**config.mk**
```make
export PLATFORM = sky130hd
export DESIGN_NAME = regfile_writeback
export DESIGN_NICKNAME = d
export VERILOG_FILES = /design/src/rtl/regfile_wb_pkg.sv /design/src/rtl/regfile_writeback_load_extend.sv /design/src/rtl/regfile_writeback.sv
export SDC_FILE = /design/constraint.sdc
export NUM_CORES = 1
export LEC_CHECK = 0
export CAP_MARGIN = 20
export CORE_UTILIZATION = 48
export DETAILED_ROUTE_END_ITERATION = 12
export PLACE_DENSITY = 0.85
export SETUP_SLACK_MARGIN = 0.2
export SLEW_MARGIN = 20
export SYNTH_ARGS = -nofsm -noshare
export SYNTH_HDL_FRONTEND = slang
export SYNTH_SLANG_ARGS = --single-unit
```
**constraint.sdc**
```tcl
create_clock -name CLK -period 3.7 [get_ports CLK]
set_input_delay 0.74 -clock CLK [delete_from_list [all_inputs] [get_ports CLK]]
set_output_delay 0.74 -clock CLK [all_outputs]
set_load 0.05 [all_outputs]
```
**src/rtl/regfile_wb_pkg.sv**
```systemverilog
// Shared types and constants for the register-file writeback stage.
// Optional feature macro: WB_MISALIGN_CHECK_EN (see regfile_writeback.sv).
package regfile_wb_pkg;

    typedef enum logic {
        IDLE      = 1'b0,
        LOAD_WAIT = 1'b1
    } wb_state_t;

    localparam logic [2:0] F3_LB  = 3'b000;
    localparam logic [2:0] F3_LH  = 3'b001;
    localparam logic [2:0] F3_LW  = 3'b010;
    localparam logic [2:0] F3_LBU = 3'b100;
    localparam logic [2:0] F3_LHU = 3'b101;

    // Byte loads never misalign; halfwords need an even address; everything else is a word.
    function automatic logic load_misaligned(input logic [2:0] f3, input logic [1:0] off);
        case (f3)
            F3_LB, F3_LBU: return 1'b0;
            F3_LH, F3_LHU: return off[0];
            default:       return (off != 2'b00);
        endcase
    endfunction

endpackage

```
**src/rtl/regfile_writeback_load_extend.sv**
```systemverilog
// Combinational lane select and sign/zero extension of a loaded word.
// Unlisted funct3 encodings fall through to a full-word load.
module load_extend
    import regfile_wb_pkg::*;
(
    input  logic [31:0] rdata,
    input  logic [1:0]  off,
    input  logic [2:0]  funct3,
    output logic [31:0] result
);

    logic [7:0]  byte_sel;
    logic [15:0] half_sel;

    function automatic logic [31:0] sext8(input logic signed [7:0] v);
        return {{24{v[7]}}, v};
    endfunction

    function automatic logic [31:0] sext16(input logic signed [15:0] v);
        return {{16{v[15]}}, v};
    endfunction

    assign byte_sel = rdata[{off, 3'b000} +: 8];
    assign half_sel = off[1] ? rdata[31:16] : rdata[15:0];

    // Pick the lane and extend it according to the load type.
    always_comb begin
        result = rdata;
        case (funct3)
            F3_LB:   result = sext8(byte_sel);
            F3_LBU:  result = {24'h0, byte_sel};
            F3_LH:   result = sext16(half_sel);
            F3_LHU:  result = {16'h0, half_sel};
            default: result = rdata;
        endcase
    end

endmodule

```
**src/rtl/regfile_writeback.sv**
```systemverilog
// Writeback stage: sole owner of the register-file write port (A3/WE3/WD3).
// ALU results are written one cycle after acceptance; loads fetch a word over
// the SPI memory interface, extend it and then write rd.
// Optional feature macro: WB_MISALIGN_CHECK_EN rejects misaligned LH/LHU/LW.
module regfile_writeback
    import regfile_wb_pkg::*;
#(
    parameter int ACK_TIMEOUT = 1024
) (
    input  logic        CLK,
    input  logic        reset,
    input  logic        wb_valid,
    output logic        wb_ready,
    input  logic        wb_is_load,
    input  logic [4:0]  wb_rd,
    input  logic [2:0]  wb_funct3,
    input  logic [31:0] wb_data,
    output logic        mem_req,
    output logic [31:0] mem_addr,
    input  logic        mem_ack,
    input  logic [31:0] mem_rdata,
    output logic [4:0]  A3,
    output logic        WE3,
    output logic [31:0] WD3,
    output logic        load_busy,
    output logic [4:0]  load_rd,
    output logic        timeout_err,
    output logic        misalign_err
);

    localparam int CNT_W = (ACK_TIMEOUT > 1) ? $clog2(ACK_TIMEOUT) : 1;

    wb_state_t          state_q, state_n;
    logic [CNT_W-1:0]   cnt_q, cnt_n;
    logic               mem_req_q, mem_req_n;
    logic [31:0]        mem_addr_q, mem_addr_n;
    logic [4:0]         a3_q, a3_n;
    logic               we3_q, we3_n;
    logic [31:0]        wd3_q, wd3_n;
    logic               busy_q, busy_n;
    logic [4:0]         load_rd_q, load_rd_n;
    logic               timeout_q, timeout_n;
    logic               misalign_q, misalign_n;
    logic [1:0]         off_q, off_n;
    logic [2:0]         f3_q, f3_n;
    logic               accept;
    logic               misalign_hit;
    logic [31:0]        load_result;

`ifdef WB_MISALIGN_CHECK_EN
    assign misalign_hit = load_misaligned(wb_funct3, wb_data[1:0]);
`else
    assign misalign_hit = 1'b0;
`endif

    assign wb_ready = (state_q == IDLE);
    assign accept   = wb_valid & wb_ready;

    load_extend u_load_extend (
        .rdata  (mem_rdata),
        .off    (off_q),
        .funct3 (f3_q),
        .result (load_result)
    );

    // Next-state and next-output decode; write enable and error pulses default low.
    always_comb begin
        state_n    = state_q;
        cnt_n      = cnt_q;
        mem_req_n  = mem_req_q;
        mem_addr_n = mem_addr_q;
        a3_n       = a3_q;
        we3_n      = 1'b0;
        wd3_n      = wd3_q;
        busy_n     = busy_q;
        load_rd_n  = load_rd_q;
        timeout_n  = 1'b0;
        misalign_n = 1'b0;
        off_n      = off_q;
        f3_n       = f3_q;
        case (state_q)
            IDLE: begin
                if (accept && !wb_is_load) begin
                    we3_n = (wb_rd != 5'd0);
                    a3_n  = wb_rd;
                    wd3_n = wb_data;
                end else if (accept && misalign_hit) begin
                    misalign_n = 1'b1;
                end else if (accept) begin
                    state_n    = LOAD_WAIT;
                    cnt_n      = '0;
                    mem_req_n  = 1'b1;
                    mem_addr_n = {wb_data[31:2], 2'b00};
                    busy_n     = 1'b1;
                    load_rd_n  = wb_rd;
                    off_n      = wb_data[1:0];
                    f3_n       = wb_funct3;
                end
            end
            LOAD_WAIT: begin
                if (mem_ack) begin
                    state_n   = IDLE;
                    we3_n     = (load_rd_q != 5'd0);
                    a3_n      = load_rd_q;
                    wd3_n     = load_result;
                    mem_req_n = 1'b0;
                    busy_n    = 1'b0;
                end else if ((ACK_TIMEOUT != 0) && (cnt_q == CNT_W'(ACK_TIMEOUT - 1))) begin
                    state_n   = IDLE;
                    timeout_n = 1'b1;
                    mem_req_n = 1'b0;
                    busy_n    = 1'b0;
                end else begin
                    cnt_n = cnt_q + CNT_W'(1);
                end
            end
            default: state_n = IDLE;
        endcase
    end

    // State and output registers; reset aborts any load in flight.
    always_ff @(posedge CLK) begin
        if (reset) begin
            state_q    <= IDLE;
            cnt_q      <= '0;
            mem_req_q  <= 1'b0;
            mem_addr_q <= '0;
            a3_q       <= '0;
            we3_q      <= 1'b0;
            wd3_q      <= '0;
            busy_q     <= 1'b0;
            load_rd_q  <= '0;
            timeout_q  <= 1'b0;
            misalign_q <= 1'b0;
            off_q      <= '0;
            f3_q       <= '0;
        end else begin
            state_q    <= state_n;
            cnt_q      <= cnt_n;
            mem_req_q  <= mem_req_n;
            mem_addr_q <= mem_addr_n;
            a3_q       <= a3_n;
            we3_q      <= we3_n;
            wd3_q      <= wd3_n;
            busy_q     <= busy_n;
            load_rd_q  <= load_rd_n;
            timeout_q  <= timeout_n;
            misalign_q <= misalign_n;
            off_q      <= off_n;
            f3_q       <= f3_n;
        end
    end

    assign mem_req      = mem_req_q;
    assign mem_addr     = mem_addr_q;
    assign A3           = a3_q;
    assign WE3          = we3_q;
    assign WD3          = wd3_q;
    assign load_busy    = busy_q;
    assign load_rd      = load_rd_q;
    assign timeout_err  = timeout_q;
    assign misalign_err = misalign_q;

endmodule

```
---- Yosys cells after proc, flatten, opt, wreduce, memory -nomap -nowiden ----
Index checks and enable logic that the tools add are counted.
cells by class
  $add $sub $neg .......................... 1
  reductions and logical operators ........ 10
  shift-type cells ........................ 1
  divide/modulo/power cells ............... 0
  mux-type cells .......................... 27
  order comparisons ....................... 0
  equal/unequal tests ..................... 11
  multipliers ............................. 0
  bitwise gates (word level) .............. 3
operators with widths
  kind                                                   number
  case mux 32 bit (4 select lines)                       1
  two-way mux 32 bit                                     2
  case mux 32 bit (2 select lines)                       1
  two-way mux 10 bit                                     4
  indexed part select 32 x 6 -> 8 bit                    1
  case mux 10 bit (2 select lines)                       1
  two-way mux 16 bit                                     1
  two-way mux 1 bit                                      11
  adder 10 x 1 -> 10 bit, second input constant          1
  equality test 10 bit, second input constant            1
  two-way mux 5 bit                                      2
  case mux 5 bit (2 select lines)                        1
  nonzero test 5 bit                                     2
  inequality test 2 bit, second input constant           4
  equality test 3 bit, second input constant             2
  case mux 1 bit (2 select lines)                        3
  AND reduction 3 bit                                    2
  inequality test 2 x 1 -> 1 bit, second input constant  2
  AND reduction 4 bit                                    1
  equality test 3 x 1 -> 1 bit, second input constant    1
  zero test 3 bit                                        1
  inequality test 3 x 2 -> 1 bit, second input constant  1
  OR reduction 3 bit                                     1
  inverter 1 bit                                         2
  4 further kinds                                        4
storage, ports and cells
  memory bits (read-only) ................. 0
  flip-flop bits (word level) ............. 91
  input port bits ......................... 77
  bits in writable memories ............... 0
  memories ................................ 0
  word-level logic and storage cells ...... 64
  output and inout port bits .............. 80
  latch bits .............................. 0

---- Logic depth before layout (Yosys ltp) ----
  depth after elaboration ................. 5
  mapped depth ............................ 6
  depth with buffers taken out ............ 5

---- Cells and area by module ----
From an unflattened synthesis, not the netlist that was laid out.
unflattened totals
  cells, all modules ...................... 524
  area total of the unflattened synthesis .. 4604.4 um^2
by module, submodules not included
  module             seq. area each (um^2)  area an instance (um^2)  cells each  instances
  regfile_writeback  1821.7                 3758.6                   428         1
  load_extend        0.0                    845.8                    96          1

---- Worst setup path before layout ----
OpenSTA, ideal clock, no wires.
  path type ............................... input to register
  start ................................... input port mem_rdata[31]
  end ..................................... register wd3_q[26] (netlist: WD3[26])
  path slack .............................. 1669 ps
  cell stages on the path ................. 5
  buffers on the path ..................... 1
  arrival ................................. 1892 ps
  data required time ...................... 3561 ps
  cells stage by stage .................... mux4_2 -> nor2b_4 -> o31ai_4 -> buf_6 -> a221oi_1
on the way
  cells in the longest elaborated chain, start to end .. 4
  elaborated cells on any way between the ends .. 5
  those cells by class .................... shift (1); mux (4)
RTL lines
  what                                                                              line                                                                      text
  from (decl)                                                                       regfile_writeback.sv:21                                                   input logic [31:0] mem_rdata,
  indexed part select 32 x 6 -> 8 bit / two-way mux 16 bit (equally long branches)  regfile_writeback_load_extend.sv:23, regfile_writeback_load_extend.sv:24
  case mux 32 bit (4 select lines) (*)                                              regfile_writeback_load_extend.sv:29                                       case (funct3)
  two-way mux 32 bit (*)                                                            regfile_writeback.sv:101                                                  if (mem_ack) begin
  case mux 32 bit (2 select lines) (*)                                              regfile_writeback.sv:81                                                   case (state_q)
  to (signal assigned)                                                              regfile_writeback.sv:144                                                  wd3_q <= wd3_n;
  to (decl)                                                                         regfile_writeback.sv:39                                                   logic [31:0] wd3_q, wd3_n;
Every way passes the cells marked *; elsewhere a longest branch is shown, timed or not. The select of a mux whose other input is x is not followed.
A chain may end at the register's enable or synchronous reset.

---- Final worst setup path ----
  start ................................... register state_q
  end ..................................... output port wb_ready
on the way
  cells in the longest elaborated chain, start to end .. 1
RTL lines
  what                      line                      text
  from (decl)               regfile_writeback.sv:33   wb_state_t state_q, state_n;
  from (signal assigned)    regfile_writeback.sv:138  state_q <= state_n;
  inverter 1 bit (no line)  n/a
  to (decl)                 regfile_writeback.sv:13   output logic wb_ready,
No other way between the ends.

==> results.json <==
{
  "antenna_left": 0,
  "pwr-share-seq": 0.464,
  "numCtsBuffers": 9,
  "ios": 157,
  "cap_violations": 0,
  "dp_hpwl_um": 10100,
  "holdPathStages": 2,
  "critPathKind": "flop to output pin",
  "dp_cells": 778,
  "cts_resized": 0,
  "avgSynthCellArea_um2": 7.84,
  "multi_input_area_mm2": 0.00224,
  "clk_pin_slew_ns": 0.09,
  "skew_ns": 0.0109,
  "die_w_um": 97.0,
  "clock_tree.root_cell": "clkbuf_8",
  "fmax_mhz": 346,
  "final_cells": 794,
  "ys.flop_type": "dfxtp_1",
  "drive_gt1_frac": 0.0525,
  "power_density_mw_per_mm2": 382,
  "grt_max_degree": 58,
  "p_leak_nw": 2.08,
  "antenna_found_initial": 0,
  "setup_slack_ns": 0.812,
  "overflow": 0,
  "min_path_type": "flop to flop",
  "hold_violations": 0,
  "rows": 34,
  "timing.rr.start": "state_q",
  "die_area_mm2": 0.00940,
  "post-route-period-util": 0.780,
  "reg2regPathDepth": 4,
  "initial_core_util": 0.496,
  "nNetsFinal": 759,
  "post_cts_buffers": 0,
  "ys_seq_area_frac": 0.421,
  "fin_total_pwr_mw": 2.31,
  "finalSetupViolCount": 0,
  "p_sw_mw": 0.774,
  "vias": 4699,
  "p_comb_frac": 0.267,
  "finalWirelength_um": 13800,
  "rr_endpoint": "WD3[21]",
  "rsz0062_at_grt": "no",
  "portBuffers": 153,
  "cts_tree": "yes",
  "drtIter0Drc": 355,
  "cts.sinks": 91,
  "htreeDepth": 3,
  "netlist_area_mm2": 0.00433,
  "cp-start-kind": "flop",
  "drt-pass1-iter-count": 7,
  "r2r_slack_ns": 1.19,
  "crit_required_ns": 2.96,
  "diodes": 0,
  "netlist_instances": 552,
  "coreArea_mm2": 0.00872,
  "grt_pass1_vias": 4386,
  "seq_area_mm2": 0.00182,
  "drt-wirelength-per-cell_um": 17.4,
  "cp.arrival_ns": 2.15,
  "finalCriticalPeriod_ns": 2.89,
  "synth_warnings": 0,
  "synth_cell_types": 52,
  "startpoint": "state_q",
  "status": "finished, final reports clean",
  "grt_usage": 0.294,
  "grt_pass1_wl_um": 22300,
  "hold_end": "mem_addr[31]",
  "synth_edf_count": 0,
  "vias_per_cell": 5.92,
  "area_growth_pct": 39.7,
  "path_max_fanout": 19,
  "fillCellCount": 677,
  "post-place-ws_ns": 0.818,
  "min_from": "mem_addr[31]",
  "crit_path_end_kind": "output pin",
  "sw_frac_of_total": 0.335,
  "worstSkewPairLatency_ns": 0.36,
  "p_int_mw": 1.54,
  "place_congestion": 0.856,
  "p_clk_frac": 0.269,
  "async_reset_ff_frac": 0,
  "slew_viol_final": 0,
  "fin_tns_setup_ns": 0,
  "hold_buffers": 0,
  "slew_headroom": 0.298,
  "tightest_slew_ns": 1.05,
  "ir_worst_vdd_uv": 207,
  "drc": 0,
  "die_h_um": 97.0,
  "ys_ff_latch": 91,
  "clk_path_buf_depth": 2
}
-- cell usage after synthesis, types with 2 or more instances --
master | instances | area, µm²
a211o_1 | 4 | 35.0
a211oi_1 | 12 | 90.1
a21oi_1 | 66 | 330
a221oi_1 | 20 | 175
a22oi_1 | 4 | 30.0
a2bb2oi_1 | 3 | 26.3
a311o_1 | 3 | 30.0
a311oi_1 | 4 | 35.0
a31oi_1 | 3 | 18.8
and3_1 | 3 | 18.8
and3b_1 | 4 | 35.0
buf_1 | 2 | 7.51
buf_2 | 9 | 45.0
buf_4 | 4 | 30.0
clkbuf_1 | 32 | 120
dfxtp_1 | 91 | 1820
inv_1 | 16 | 60.1
mux2i_1 | 9 | 90.1
nand2_1 | 126 | 473
nand2b_1 | 6 | 37.5
nand3_1 | 16 | 80.1
nand3b_1 | 2 | 15.0
nor2_1 | 18 | 67.6
nor2b_1 | 9 | 56.3
nor3_1 | 6 | 30.0
o211ai_1 | 3 | 22.5
o21ai_0 | 24 | 120
o22ai_1 | 3 | 18.8
o2bb2ai_1 | 2 | 17.5
o31ai_1 | 11 | 82.6
o32ai_1 | 2 | 17.5
or2_2 | 3 | 18.8
or3_1 | 10 | 62.6
or4_1 | 4 | 30.0
-- layer usage --
metal,vias to the layer above,part of all wire,global-route usage
li1,2215,-,-
met1,2180,0.41,0.386
met2,258,0.46,0.469
met3,46,0.091,0.0621
met4,0,0.034,0.124
met5,-,0,0
-- layout make-up --
cell class | instances | area share
Clock buffer | 11 | 0.0234
Inverter | 17 | 0.0106
Tap cell | 108 | 0.0224
Multi-Input combinational cell | 398 | 0.370
Sequential cell | 91 | 0.301
Timing Repair Buffer | 164 | 0.266
Clock inverter | 5 | 0.00621
-- kinds of logic (layout without fill, tap and decap cells) --
group	after synthesis	after routing	synth area share
compound gates	170	170	0.258
buf+inv	65	197	0.0642
other cells	1	3	0.000866
mux	10	10	0.0260
simple gates	214	214	0.228
fa+ha+maj	1	1	0.00289
flops	91	91	0.421
-- worst max path at each step --
stage | slack, ns | cells after the start | end
6_report | 0.81 | 2 | wb_ready
5_1_grt | 0.78 | 2 | wb_ready
4_1_cts | 0.85 | 2 | wb_ready
3_5_place_dp | 0.82 | 5 | WD3[26]
3_3_place_gp | 0.89 | 5 | WD3[22]
2_1_floorplan | 1.67 | 5 | WD3[26]
-- cells in the final DEF, fill, tap and decap left out, types with 3 or more instances in the layout --
cell	netlist	layout
a211o_1	4	4
a211oi_1	12	12
a21oi_1	66	66
a221oi_1	20	20
a22oi_1	4	4
a2bb2oi_1	3	3
a311o_1	3	3
a311oi_1	4	4
a31oi_1	3	3
and3_1	3	3
and3b_1	4	4
buf_4	4	12
clkbuf_8	0	10
clkdlybuf4s50_1	0	151
conb_1	1	3
dfxtp_1	91	91
inv_1	16	16
mux2i_1	9	9
nand2_1	126	126
nand2b_1	6	6
nand3_1	16	16
nor2_1	18	17
nor2b_1	9	9
nor3_1	6	6
o211ai_1	3	3
o21ai_0	24	24
o22ai_1	3	3
o31ai_1	11	11
or2_2	3	3
or3_1	10	10
or4_1	4	4
-- per-stage QoR --
step                       util  area, µm²  hold slack, ns
after detailed placement  0.673       5870           0.447
after CTS                 0.693       6040           0.460
after floorplan               -       4340           0.449
after global routing      0.693       6040           0.478
final                     0.693       6040           0.456
after global placement    0.673       5870           0.441
-- power groups by stage --
stage          Clock [mW]  Combinational [mW]  Sequential, mW
2_1_floorplan           0               0.201            1.26
3_3_place_gp            0               0.603            1.09
3_5_place_dp            0               0.613            1.09
4_1_cts             0.631               0.615            1.07
5_1_grt             0.679               0.652            1.08
6_report            0.620               0.618            1.07
-- worst max-delay path: stages, from the launching register on --
cell	delay [ns]
dfxtp_1	0.88
clkinv_1	0.56
buf_4	0.35
-- registers in the layout, indices dropped and copies added, names as in the netlist --
register,count
WD3,32
mem_addr,30
cnt_q,10
A3,5
load_rd,5
f3_q,3
off_q,2
WE3,1
load_busy,1
state_q,1
timeout_err,1
No activity file was read; power rests on OpenSTA's default activity.
